**config.mk**
```make
export PLATFORM = sky130hd
export DESIGN_NAME = conv2d_seq_engine
export DESIGN_NICKNAME = d
export VERILOG_FILES = /design/src/rtl/conv2d_seq_engine.sv
export SDC_FILE = /design/constraint.sdc
export NUM_CORES = 1
export LEC_CHECK = 0
export BUFFER_PORTS_ARGS = -buffer_cell sky130_fd_sc_hd__buf_2
export CAP_MARGIN = 20
export CORE_MARGIN = 3
export CORE_UTILIZATION = 30
export DETAILED_ROUTE_END_ITERATION = 8
export HOLD_SLACK_MARGIN = 0.08
export PLACE_DENSITY_LB_ADDON = 0.05
export SYNTH_ARGS = -nofsm -noshare
export SYNTH_HDL_FRONTEND = slang
export SYNTH_SLANG_ARGS = --single-unit
```
**constraint.sdc**
```tcl
create_clock -name clk -period 7.15 [get_ports clk]
set_clock_uncertainty 0.05 [all_clocks]
set_input_delay 1.43 -clock clk [delete_from_list [all_inputs] [get_ports clk]]
set_output_delay 1.43 -clock clk [all_outputs]
set_load 0.02 [all_outputs]
```
**src/rtl/conv2d_seq_engine.sv**
```systemverilog
// Sequential valid-mode 2-D convolution (stride 1, kernel rotated 180 deg) on one MAC.
// Optional CONV2D_SEQ_SAT_EN: saturate results to DATA_W bits instead of truncating.
module conv2d_seq_engine #(
  parameter int DATA_W = 8,
  parameter int IMG    = 4,
  parameter int KER    = 3,
  parameter int ACC_W  = 2*DATA_W + $clog2(KER*KER),
  localparam int O     = IMG - KER + 1,
  localparam int RW    = (O > 1) ? $clog2(O) : 1
) (
  input  logic                       clk,
  input  logic                       rst,
  input  logic                       start,
  input  logic [IMG*IMG*DATA_W-1:0]  img_flat,
  input  logic [KER*KER*DATA_W-1:0]  ker_flat,
  output logic                       busy,
  output logic                       out_valid,
  input  logic                       out_ready,
  output logic [DATA_W-1:0]          out_data,
  output logic [RW-1:0]              out_row,
  output logic [RW-1:0]              out_col,
  output logic                       done
);
  localparam logic [1:0] S_IDLE = 2'd0, S_MAC = 2'd1, S_EMIT = 2'd2, S_DONE = 2'd3;
  localparam int KW = (KER > 1) ? $clog2(KER) : 1;
  localparam int PW = (IMG*IMG > 1) ? $clog2(IMG*IMG) : 1;
  localparam int TW = (KER*KER > 1) ? $clog2(KER*KER) : 1;

  logic [1:0]          state;
  logic [DATA_W-1:0]   img_m [IMG*IMG];
  logic [DATA_W-1:0]   ker_m [KER*KER];
  logic [ACC_W-1:0]    acc, acc_nxt;
  logic [2*DATA_W-1:0] prod;
  logic [KW-1:0]       ki, kj;
  logic [RW-1:0]       row, col;
  logic [PW-1:0]       pix_idx;
  logic [TW-1:0]       tap_idx;
  logic [DATA_W-1:0]   res;

  // Tap index walks the kernel backwards, which gives the 180-degree rotation.
  always_comb begin
    pix_idx = PW'((32'(row) + 32'(ki)) * IMG + 32'(col) + 32'(kj));
    tap_idx = TW'(KER*KER - 1 - (32'(ki) * KER + 32'(kj)));
    prod    = {{DATA_W{1'b0}}, img_m[pix_idx]} * {{DATA_W{1'b0}}, ker_m[tap_idx]};
    acc_nxt = acc + ACC_W'(prod);
`ifdef CONV2D_SEQ_SAT_EN
    res = (acc_nxt > ACC_W'({DATA_W{1'b1}})) ? {DATA_W{1'b1}} : acc_nxt[DATA_W-1:0];
`else
    res = acc_nxt[DATA_W-1:0];
`endif
  end

  // Operand snapshot is plain data storage; only the control path needs reset.
  always_ff @(posedge clk) begin
    if (state == S_IDLE && start) begin
      for (int k = 0; k < IMG*IMG; k++) img_m[k] <= img_flat[k*DATA_W +: DATA_W];
      for (int k = 0; k < KER*KER; k++) ker_m[k] <= ker_flat[k*DATA_W +: DATA_W];
    end
  end

  always_ff @(posedge clk or posedge rst) begin
    if (rst) begin
      state    <= S_IDLE;
      acc      <= '0;
      ki       <= '0;
      kj       <= '0;
      row      <= '0;
      col      <= '0;
      out_data <= '0;
    end else begin
      case (state)
        S_IDLE: if (start) begin
          acc   <= '0;
          ki    <= '0;
          kj    <= '0;
          row   <= '0;
          col   <= '0;
          state <= S_MAC;
        end
        S_MAC: begin
          acc <= acc_nxt;
          if (kj == KW'(KER-1)) begin
            kj <= '0;
            if (ki == KW'(KER-1)) begin
              ki       <= '0;
              out_data <= res;
              state    <= S_EMIT;
            end else begin
              ki <= ki + KW'(1);
            end
          end else begin
            kj <= kj + KW'(1);
          end
        end
        S_EMIT: if (out_ready) begin
          acc <= '0;
          if (row == RW'(O-1) && col == RW'(O-1)) begin
            state <= S_DONE;
          end else begin
            if (col == RW'(O-1)) begin
              col <= '0;
              row <= row + RW'(1);
            end else begin
              col <= col + RW'(1);
            end
            state <= S_MAC;
          end
        end
        default: state <= S_IDLE;
      endcase
    end
  end

  assign busy      = (state == S_MAC) || (state == S_EMIT);
  assign out_valid = (state == S_EMIT);
  assign done      = (state == S_DONE);
  assign out_row   = row;
  assign out_col   = col;
endmodule
```
== Word-level counts from Yosys, hierarchy flattened ==
Memory sizes are Yosys's and may differ from the RTL's.
Index checks and enable logic that the tools add are counted.
Word-level totals
  output and inout bits: 13
  memories kept: 2
  input port bits: 204
  register bits after elaboration: 36
  memory bits (writable): 200
  word-level logic and storage cells: 72
Memory list
  img_m: depth 16, width 8, rd ports 1, clocked after memory_dff 0, wr ports 16, RTL line 30  | logic [DATA_W-1:0] img_m [IMG*IMG];
  ker_m: depth 9, width 8, rd ports 1, clocked after memory_dff 0, wr ports 9, RTL line 31  | logic [DATA_W-1:0] ker_m [KER*KER];
Cells by class
  reduce and logical (&&, ||, !) cells: 14
  equal/unequal tests: 11
  multiply operators: 2
  $add $sub $neg: 10
  muxes and demuxes: 26
Operators with widths (count)
  20-bit one-hot mux with 3 select lines: 1
  20-bit 2-to-1 mux: 2
  20-bit by 16-bit adder with 20-bit output: 1
  2-bit 2-to-1 mux: 9
  8-bit by 8-bit multiplier with 16-bit output: 1
  1-bit 2-to-1 mux: 9
  3-bit AND reduction: 3
  4-bit by 2-bit adder with 4-bit output: 2
  2-bit == test (second input constant): 4
  2-bit != test (second input constant): 4
  2-bit one-hot mux with 2 select lines: 2
  4-bit AND reduction: 2
  2-bit one-hot mux with 3 select lines: 1
  5-bit AND reduction: 1
  2-bit by 1-bit adder with 2-bit output (second input constant): 2
  4-bit by 1-bit adder with 4-bit output: 1
  2-bit by 2-bit multiplier with 4-bit output (second input constant): 1
  2-bit by 1-bit != test with 1-bit output (second input constant): 2
  1-bit one-hot mux with 2 select lines: 2
  2-bit nonzero test: 2
  4-bit subtractor (first input constant): 1
  3-bit nonzero test: 1
  1-bit adder (second input constant): 2
  1-bit by 2-bit adder with 2-bit output: 1
  other kinds (5): 6

== Depth between registers and ports, before layout ==
An unclocked memory read counts as a cell.
  word-level depth: 7
  gate-level depth with buffers: 29
  mapped depth without buffers: 28

== Least setup slack after synthesis ==
OpenSTA, ideal clock, no wires.
  path type: reg-to-reg
  start: register kj[1]
  end: register acc[7]
  cell stages (with the launch flop): 26
  path buffers: 1
  library setup time: 0.092 ns
  data required time: 7.008 ns
  clock period less this slack: 6.313 ns
  arrival: 6.171 ns
  path slack: 0.837 ns
  cell sequence: dfrtp_1 -> ha_1 -> ha_1 -> inv_1 -> ha_1 -> inv_1 -> fa_1 -> buf_2 -> mux4_2 -> mux2i_1 -> o21ai_1 -> nand2_1 -> fa_1 -> fa_1 -> inv_1 -> fa_1 -> inv_1 -> fa_1 -> inv_1 -> ha_1 -> a21oi_1 -> xnor2_1 -> xnor2_1 -> xnor2_1 -> xnor3_1 -> o31ai_2
On the way
  cells in the longest elaborated chain, start to end: 6
  elaborated cells between the ends (all ways): 8
  classes of those cells: add/sub: 4; mul: 1; mux: 1; memory: 2
RTL lines
  start, declared: RTL line 34  | logic [KW-1:0] ki, kj;
  start signal, assigned: RTL line 92  | kj <= kj + KW'(1);
  4-bit by 2-bit adder with 4-bit output: RTL line 43  | tap_idx = TW'(KER*KER - 1 - (32'(ki) * KER + 32'(kj)));
  4-bit subtractor: RTL line 43
  memory 9 x 8 bit
  8-bit by 8-bit multiplier with 16-bit output *: RTL line 44  | prod = {{DATA_W{1'b0}}, img_m[pix_idx]} * {{DATA_W{1'b0}}, ker_m[tap_idx]};
  20-bit by 16-bit adder with 20-bit output *: RTL line 45  | acc_nxt = acc + ACC_W'(prod);
  20-bit one-hot mux with 3 select lines *: RTL line 71  | case (state)
  end signal, assigned: RTL line 81  | acc <= acc_nxt;
  end, declared: RTL line 32  | logic [ACC_W-1:0] acc, acc_nxt;
Mark *: on every way between the ends. The rest lies on a longest branch, timed or not.
A chain may end at the register's enable or synchronous reset.

== Worst setup path after layout ==
Same ends and word-level chain as after synthesis.

==> key figures <==
Status
  • Status: finished, final reports clean

GRT
  • Global Route Usage Sum: 13.2%
  • Initial antenna violation count: 10
  • Number of global-route vias before repair: 6335
  • Largest net degree at the start of global routing: 150
  • First-pass GRT wire length: 35.9 mm
  • Grt total ovfl: 0

Finish
  • Layout net count: 1062
  • Fill cells: 3169
  • Layout area overhead: 25.8%
  • Share of cells above drive strength 1: 39.1%

Synthesis
  • Gate Count Post-Synth: 563
  • Synth warn: 0
  • Post-synthesis sequential area ratio: 66.0%
  • Post-synthesis async set-or-reset flop share: 10.7%
  • Syn_nets: 815
  • Post-synth EDFFs: 200
  • Most used flip-flop cell after synthesis: edfxtp_1
  • Yosys cell types: 45
  • FF+latch count, synth: 224
  • Syn_area_per_cell: 17.8 um^2
  • Cell area after synthesis: 10000 um^2

Clocking
  • Hold_buf cts: 0
  • CTS Buf Count: 27
  • Clk root buf: clkbuf_16
  • Clock Tree Buf Depth: 3
  • CTS sink count: 224
  • Skew-Pair Late Insertion Delay: 0.55 ns
  • TritonCTS clock tree: yes
  • Htree depth: 1
  • Clock-pin slew on the worst setup and hold paths: 0.06 ns

Route
  • Vias per Instance: 4.43
  • Final ANT Viol Nets: 0
  • DR iter-0 viols: 301
  • Drt wl/cell: 18.5 um
  • Drt pass-1 iters: 4
  • # DRC: 0
  • Vias: 5651
  • Routed WL: 23.6 mm

Worst setup path
  • Startpoint Class: flip-flop
  • CP Max Fanout: 7
  • Beginning of the worst register-to-register path: kj[1]
  • Kind of critical path: reg2reg
  • Crit. Startpoint: kj[1]
  • Reg2Reg Setup Slack: 0.49 ns
  • CP endpoint: acc[7]
  • R2r endpoint: acc[7]
  • Reg2reg path depth: 24
  • Crit end category: flip-flop
  • CP Data Arrival Time: 7.05 ns
  • Critical Path RT: 7.55 ns

Floorplan
  • DIE HEIGHT: 189 um
  • DIE AREA: 35600 um^2
  • Row cnt: 66
  • Initial core utilization: 30.6%
  • Core ar.: 32700 um^2
  • Chip width: 189 um
  • # IOs: 217

Place
  • Dpl hpwl: 17.2 mm
  • Placer Congestion: 0.799
  • Port buffer count: 216

STA
  • Max-slew violation count: 0
  • Slew @ Worst Pin: 1.05 ns
  • Setup TNS: 0 ns
  • Hold Fails Final Rpt: 0
  • Hold_ws: 0.424 ns
  • RSZ-0062 raised after global routing: false
  • Minimum clock period: 6.66 ns
  • Final setup violation count: 0
  • Final worst path period share: 93.1%
  • Slew headroom: 29.8%
  • Maximum clock rate: 150 MHz

Worst hold path
  • Hold Crit Class: reg2reg

Run
  • Maxcap violations: 0
-- kinds of logic (layout without fill, tap and decap cells) --
logic type | count (synthesis) | after routing | synth area share (%)
AOI/OAI and AO/OA | 45 | 45 | 2.61
and+or+nand+nor | 76 | 76 | 3.52
muxes | 80 | 80 | 15.0
buffers and inverters | 68 | 336 | 3.11
adders and majority gates | 48 | 48 | 7.42
xor gates and xnor gates | 22 | 22 | 2.36
other | 0 | 3 | 0
DFF | 224 | 224 | 66.0
-- final cells by class --
type	count	area, um^2	area share [%]
flip-flops and latches	224	6610	52.4
multi-input cells	271	3110	24.7
clock buffers	32	694	5.51
well taps	442	553	4.39
inverters	52	203	1.61
repair buffers	234	1270	10.1
clock inverters	18	150	1.19
diodes	3	7.51	0.0596
-- per-layer routing --
metal	part of all wire, %	vias to the layer above	global-route usage (%)
met4	2.0	16	2.89
li1	-	2657	-
met5	0.39	-	0
met3	7.0	48	4.48
met2	50	163	22.7
met1	40	2767	16.1
-- worst max-delay path, stage by stage, from the launching register on --
cell and delay, ns:
dfrtp_1 0.45, ha_1 0.31, ha_1 0.27, inv_1 0.06, ha_1 0.13, inv_1 0.04, fa_1 0.59, mux4_2 0.22
mux2i_1 0.07, o21ai_1 0.47, nand2_1 0.15, fa_1 0.51, fa_1 0.53, inv_1 0.05, fa_1 0.47, inv_1 0.05
fa_1 0.53, inv_1 0.04, ha_1 0.31, a21oi_1 0.17, xnor2_1 0.15, xnor2_1 0.15, xnor2_1 0.14, xnor3_1 0.43
o31ai_2 0.18
-- how the worst min path moves through the flow --
| stage | from | end | slack, ns | depth (start not counted) |
|---|---|---|---|---|
| floorplan | acc[0] | acc[0] | 0.40 | 2 |
| detailed placement | acc[0] | acc[0] | 0.41 | 2 |
| CTS | acc[0] | acc[0] | 0.43 | 2 |
| finish | acc[0] | acc[0] | 0.42 | 2 |
| global route | acc[0] | acc[0] | 0.45 | 2 |
| global placement | acc[0] | acc[0] | 0.41 | 2 |
-- synthesized netlist by cell type, types with 2 or more instances --
library cell	number	area, um^2
nand3_1	9	45.0
o21ai_1	3	15.0
nand2_1	45	169
xnor2_2	2	32.5
nand4_1	2	12.5
ha_1	29	363
dfrtp_1	24	601
nor2b_1	3	18.8
mux2_2	8	90.1
o21ai_0	20	100
mux2i_2	2	27.5
edfxtp_1	200	6010
buf_4	5	37.5
mux4_1	18	473
inv_1	52	195
and2b_1	2	15.0
a21o_1	2	15.0
xor2_1	3	26.3
xor2_2	2	32.5
mux4_2	31	698
buf_6	3	33.8
fa_1	19	380
xnor2_1	14	123
and2_1	6	37.5
clkbuf_1	4	15.0
mux2i_1	20	200
a21oi_1	9	45.0
nor2_1	2	7.51
a211oi_1	5	37.5
buf_2	3	15.0
or2_2	2	12.5
-- cells in the final DEF (no fill, tap or decap), types with 18 or more instances in the layout --
cell,n
buf_2,216
o21ai_0,19
edfxtp_1,200
mux4_2,31
nand2_1,45
ha_1,28
fa_1,19
mux2i_1,20
dfrtp_1,24
clkbuf_16,27
inv_1,51
mux4_1,18
-- what timing repair did --
action                     CTS  global route
setup buffers                0             0
resized for setup            0             1
setup endpoints to repair    0             2
-- registers in the layout, summed over array words and instances (netlist names) --
signal	cells
ki	2
out_col	1
out_row	1
img_m	128
ker_m	72
state	2
out_data	8
kj	2
acc	8
-- metrics by stage --
| stage | cell area (um^2) | instances | util [%] | worst slack (ns) |
|---|---|---|---|---|
| after floorplan | 10000 | 563 | - | 0.837 |
| after global placement | 11700 | 1222 | 35.8 | 0.491 |
| after detailed placement | 11700 | 1222 | 35.8 | 0.354 |
| after CTS | 12600 | 1272 | 38.4 | 0.296 |
| after global routing | 12600 | 1275 | 38.5 | 0.00211 |
| final | 12600 | 1276 | 38.5 | 0.492 |
Power is left out: the tool's default activity adds up to more than one toggle a clock period on the data nets, which glitch-free logic cannot reach.
